**config.mk**
```make
export PLATFORM = sky130hd
export DESIGN_NAME = frame_config_loader
export DESIGN_NICKNAME = d
export VERILOG_FILES = /design/src/rtl/frame_config_loader.sv
export SDC_FILE = /design/constraint.sdc
export NUM_CORES = 1
export LEC_CHECK = 0
export BUFFER_PORTS_ARGS = -buffer_cell sky130_fd_sc_hd__buf_2
export CAP_MARGIN = 20
export CORE_ASPECT_RATIO = 1.4
export CORE_MARGIN = 4
export CORE_UTILIZATION = 55
export CTS_CLUSTER_SIZE = 24
export DETAILED_ROUTE_END_ITERATION = 8
export PLACE_DENSITY = 0.84
export SETUP_SLACK_MARGIN = 0.3
export SLEW_MARGIN = 20
export SYNTH_ARGS = -nofsm -noshare
export SYNTH_HDL_FRONTEND = slang
export SYNTH_SLANG_ARGS = --single-unit
export TNS_END_PERCENT = 5
```
**constraint.sdc**
```tcl
create_clock -name clk_i -period 4.2 [get_ports clk_i]
set_clock_uncertainty 0.2 [all_clocks]
set_input_delay 0.21 -clock clk_i [delete_from_list [all_inputs] [get_ports clk_i]]
set_output_delay 0.21 -clock clk_i [all_outputs]
set_load 0.02 [all_outputs]
```
**src/rtl/frame_config_loader.sv**
```systemverilog
`timescale 1ns/1ps
// frame_config_loader: parses the synchronised configuration word stream into
// full-frame FrameData writes plus a single one-cycle FrameStrobe pulse per frame.
module frame_config_loader #(
  parameter int          FABRIC_NUM_COLUMNS = 4,
  parameter int          FABRIC_NUM_ROWS    = 5,
  parameter int          FRAMES_PER_COLUMN  = 20,
  parameter logic [31:0] SYNC_WORD          = 32'hFAB0_FAB1
) (
  input  logic                                         clk_i,
  input  logic                                         rst_ni,
  input  logic [31:0]                                  bitstream_data_i,
  input  logic                                         bitstream_valid_i,
  output logic [32*FABRIC_NUM_ROWS-1:0]                frame_data_o,
  output logic [FABRIC_NUM_COLUMNS*FRAMES_PER_COLUMN-1:0] frame_strobe_o,
  output logic                                         busy_o,
  output logic                                         configured_o,
  output logic                                         error_o
);

  localparam int NSTB = FABRIC_NUM_COLUMNS * FRAMES_PER_COLUMN;
  localparam int IDXW = (NSTB > 1) ? $clog2(NSTB) : 1;
  localparam int ROWW = (FABRIC_NUM_ROWS > 1) ? $clog2(FABRIC_NUM_ROWS) : 1;

  localparam logic [7:0] OP_FRAME = 8'h01;
  localparam logic [7:0] OP_END   = 8'hFF;

  typedef enum logic [1:0] {S_IDLE, S_HEADER, S_DATA, S_ERROR} state_e;

  state_e                              state_q, state_d;
  logic [IDXW-1:0]                     idx_q, idx_d;
  logic [ROWW-1:0]                     row_q, row_d;
  logic [FABRIC_NUM_ROWS-1:0][31:0]    data_q, data_d;
  logic [NSTB-1:0]                     strobe_q, strobe_d;
  logic                                cfg_q, cfg_d;
  logic                                err_q, err_d;
  logic                                busy_q, busy_d;

  logic [7:0]      opcode;
  logic [7:0]      hdr_col;
  logic [7:0]      hdr_frm;
  logic            hdr_ok;
  logic [IDXW-1:0] hdr_idx;
  logic            is_sync;

  assign opcode  = bitstream_data_i[31:24];
  assign hdr_col = bitstream_data_i[23:16];
  assign hdr_frm = bitstream_data_i[7:0];
  assign is_sync = (bitstream_data_i == SYNC_WORD);
  // Range check on the raw 8-bit fields, so the narrow index math below never
  // sees an out-of-range address.
  assign hdr_ok  = (32'(hdr_col) < FABRIC_NUM_COLUMNS) &&
                   (32'(hdr_frm) < FRAMES_PER_COLUMN);
  assign hdr_idx = IDXW'(hdr_col) * IDXW'(FRAMES_PER_COLUMN) + IDXW'(hdr_frm);

  // Next-state, frame assembly and status decode.
  always_comb begin
    state_d  = state_q;
    idx_d    = idx_q;
    row_d    = row_q;
    data_d   = data_q;
    strobe_d = '0;
    cfg_d    = cfg_q;
    err_d    = err_q;
    if (bitstream_valid_i) begin
      unique case (state_q)
        S_IDLE, S_ERROR: begin
          if (is_sync) begin
            state_d = S_HEADER;
            cfg_d   = 1'b0;
            err_d   = 1'b0;
          end
        end
        S_HEADER: begin
          if (is_sync) begin
            state_d = S_HEADER;
          end else if (opcode == OP_FRAME) begin
            if (hdr_ok) begin
              idx_d   = hdr_idx;
              row_d   = '0;
              state_d = S_DATA;
            end else begin
              state_d = S_ERROR;
              err_d   = 1'b1;
              cfg_d   = 1'b0;
            end
          end else if (opcode == OP_END) begin
            cfg_d   = 1'b1;
            state_d = S_IDLE;
          end else begin
            state_d = S_ERROR;
            err_d   = 1'b1;
            cfg_d   = 1'b0;
          end
        end
        S_DATA: begin
          // Data words are literal; a SYNC_WORD value here is just row data.
          data_d[row_q] = bitstream_data_i;
          if (row_q == ROWW'(FABRIC_NUM_ROWS - 1)) begin
            strobe_d[idx_q] = 1'b1;
            state_d         = S_HEADER;
          end else begin
            row_d = row_q + 1'b1;
          end
        end
        default: state_d = S_IDLE;
      endcase
    end
    busy_d = (state_d == S_HEADER) || (state_d == S_DATA);
  end

  // State and output registers; reset abandons any partial frame at once.
  always_ff @(posedge clk_i or negedge rst_ni) begin
    if (!rst_ni) begin
      state_q  <= S_IDLE;
      idx_q    <= '0;
      row_q    <= '0;
      data_q   <= '0;
      strobe_q <= '0;
      cfg_q    <= 1'b0;
      err_q    <= 1'b0;
      busy_q   <= 1'b0;
    end else begin
      state_q  <= state_d;
      idx_q    <= idx_d;
      row_q    <= row_d;
      data_q   <= data_d;
      strobe_q <= strobe_d;
      cfg_q    <= cfg_d;
      err_q    <= err_d;
      busy_q   <= busy_d;
    end
  end

  assign frame_data_o   = data_q;
  assign frame_strobe_o = strobe_q;
  assign busy_o         = busy_q;
  assign configured_o   = cfg_q;
  assign error_o        = err_q;

endmodule

```
==> results.ini <==
[yosys]
number_of_flops_mapped_to_enable_cells_by_yosys=0
synth_area_um2=9550
gate_count_of_the_mapped_netlist=656
yosys_register_bits=255
yosysWarnings=0
synth_sequential_area_ratio_pct=66.8
async_flop_share_pct=100
ys_types=48
avgSynthCellArea_um2=14.6
ys.flop_type=dfrtp_1
syn-num-nets=703

[routing]
drt_pre_antenna_iters=4
wirelength_mm=25.4
drtIter0Drc=297
detail-route-antenna-nets=0
via_count=6585
vias_per_cell=5.37
post_drt_wl_per_cell_um=20.7
drc=0

[clock_tree]
clock_path_buffers=3
post_cts_setup_inserts=0
cts_buffers=23
cts_root_buffer=clkbuf_16
cts.sink_count=255
post_cts.resized_instances=0
htree_num_levels=1
clock_tree_from_tritoncts=done
clkSlewWorstSetupHoldPaths_ns=0.07
worstSkewPairLatency_ns=0.50

[outcome]
run_status=finished, final reports clean

[global_routing]
maximum_number_of_pins_on_one_net_before_global_route_repair=122
grt_pass1_wl_mm=39.6
first_global_vias=6996
grt_antenna_before_repair=0
globalRouteOverflowTotal=0
groute.usage.overall_pct=26.0

[power]
pwr-share-clk_pct=29.8
power.combinational.fraction_pct=26.8
power_report.internal_total_mw=4.89
cellPowerDensity_nw_per_um2=586
report.power.total_mw=7.24
largest_vdd_supply_drop_v=0.000480
power.leakage_nw=6.74
reg_power_share_pct=43.4
p_sw_mw=2.35
power.share.switching_pct=32.5

[floorplanning]
placement_rows=56
fp.coreArea_um2=16900
die_area_um2=19600
die_width_um=119
num_io_pins=278
initial_core_utilization_pct=56.6
die-height_um=164

[timing]
setup_viol_count_final=0
count_of_final_max_slew_check_failures=0
setup_tns_ns=0
min_period_over_period_pct=68.1
slew_headroom_pct=33.5
achievable-frequency_ghz=0.350
actual_transition_at_the_worst_max_transition_pin_ns=0.994
rsz0062_at_grt=no
final_hold_viol_count=0
finalWorstPathRequiredPeriod_ns=2.86

[place]
place.detailed.hpwl_mm=17.0
finalWeightedCongestion=0.848
placed_cells_incl_taps=1151
numPortBuffers=277

[critical_path]
endpoint_kind=register
crit_type=register to register
required_time_of_the_worst_setup_path_ns=4.38
timing.critical_path.from_type=register
crit_arrival_ns=3.04
critical_path.max_fanout=34

[final_layout]
antenna-diode-count=0
areaGrowthSynthToFinish_pct=29.3
register_area_um2=6380
multiInputGateArea_um2=3070
filler_instances=1074
layoutNonFillerInstCount=1226
number_of_nets_at_the_end_of_the_flow=1025
drive_above_1_share_pct=49.5

[run]
max_cap_violations=0

[hold_path]
hp-class=input port to asynchronous set/reset pin

==> sequential cells by signal, indices dropped and copies added (netlist names) <==
signal and flops:
busy_o 1, configured_o 1, error_o 1, frame_data_o 160, frame_strobe_o 80, idx_q 7
row_q 3, state_q 2
==> cells by family after synthesis <==
kind of cell | share of synthesized area [%]
muxes | 19.0
adders and majority gates | 1.65
AOI/OAI and AO/OA | 2.40
DFF | 66.8
and+or+nand+nor | 8.06
buffers and inverters | 1.35
xor gates and xnor gates | 0.733
==> power groups by stage <==
stage                     sequential [mW]  combinational [mW]  clock [mW]
after floorplan                      3.65               0.643           0
after global placement               3.14                1.85           0
after detailed placement             3.16                1.90           0
after CTS                            3.13                1.94        2.17
after global routing                 3.19                2.08        2.29
final                                3.14                1.94        2.16
==> per-stage QoR <==
step / cell area [um^2] / utilization [%] / hold WS [ns] / worst slack (ns)
4_1_cts: 12400 / 73.2 / 0.231 / 1.30
3_3_place_gp: 11200 / 66.5 / 0.152 / 1.39
5_1_grt: 12400 / 73.2 / 0.239 / 1.09
2_1_floorplan: 9550 / - / -0.286 / 1.99
6_report: 12400 / 73.2 / 0.126 / 1.34
3_5_place_dp: 11200 / 66.5 / 0.158 / 1.31
==> critical path: stages, from the launching register on <==
cell	delay [ns]
dfrtp_1	0.41
inv_1	0.11
ha_1	0.31
nand2_1	0.21
nor2_1	0.22
nand3_2	0.71
mux2_2	0.56
==> Yosys cell counts (all sizes together) (2+ instances only) <==
| cell type | count | share of area [%] |
|---|---|---|
| and4 | 3 | 0.28 |
| clkbuf | 12 | 0.47 |
| nor4 | 5 | 0.46 |
| dfrtp | 255 | 67 |
| a21oi | 5 | 0.26 |
| and3 | 3 | 0.20 |
| nand3 | 7 | 0.37 |
| nand2 | 28 | 1.1 |
| a41oi | 2 | 0.18 |
| xnor2 | 8 | 0.73 |
| and2 | 2 | 0.13 |
| inv | 10 | 0.39 |
| a21o | 3 | 0.24 |
| nor3 | 4 | 0.50 |
| a21boi | 2 | 0.16 |
| ha | 11 | 1.4 |
| mux2 | 161 | 19 |
| o21ai | 10 | 0.56 |
| and4b | 2 | 0.21 |
| a221oi | 2 | 0.18 |
| nand4b | 4 | 0.37 |
| nor2 | 88 | 3.5 |
| nor2b | 6 | 0.39 |
| buf | 8 | 0.48 |
==> final timing paths <==
check | startpoint | to | slack [ns] | cells after the start
max | state_q[0] | frame_data_o[104] | 1.34 | 6
min | rst_ni | frame_strobe_o[1] | 0.13 | 2
max reg2reg | state_q[0] | frame_data_o[104] | 1.34 | 6
min reg2reg | frame_data_o[145] | frame_data_o[145] | 0.28 | 2
max in group asynchronous | rst_ni | frame_data_o[43] | 2.51 | 3
min in group clk_i | frame_data_o[145] | frame_data_o[145] | 0.28 | 2
==> metal layers <==
metal | up-vias | global-route usage, % | wire length (um)
li1 | 2913 | - | -
met5 | - | 0 | 0
met4 | 0 | 10.0 | 974
met1 | 3299 | 29.3 | 9080
met3 | 64 | 5.86 | 1930
met2 | 309 | 48.0 | 13400
==> repair_timing <==
item / CTS / global route
hold endpoints to repair: 280 / 0
endpoints found under the setup margin: 0 / 0
hold buffers: 34 / 0
==> cell type report <==
class	count	share of cell area, %
flip-flops and latches	255	51.6
multi-input cells	371	24.9
repair buffers	317	14.5
clock buffers	29	5.08
well taps	232	2.35
clock inverters	12	1.25
inverters	10	0.304
==> layout by cell type, fill, tap and decap left out, types with 4 or more instances in the layout <==
cell type and count:
nand4b_1 4, xnor2_1 8, dlygate4sd3_1 34, inv_1 10
nor2b_1 6, o21ai_0 8, nor2_1 88, a21oi_1 5
clkinvlp_4 6, clkbuf_16 23, dfrtp_1 255, buf_4 5
ha_1 11, nand3_1 6, nand2_1 26, mux2_2 157
buf_2 276
No activity file was read; power rests on OpenSTA's default activity.
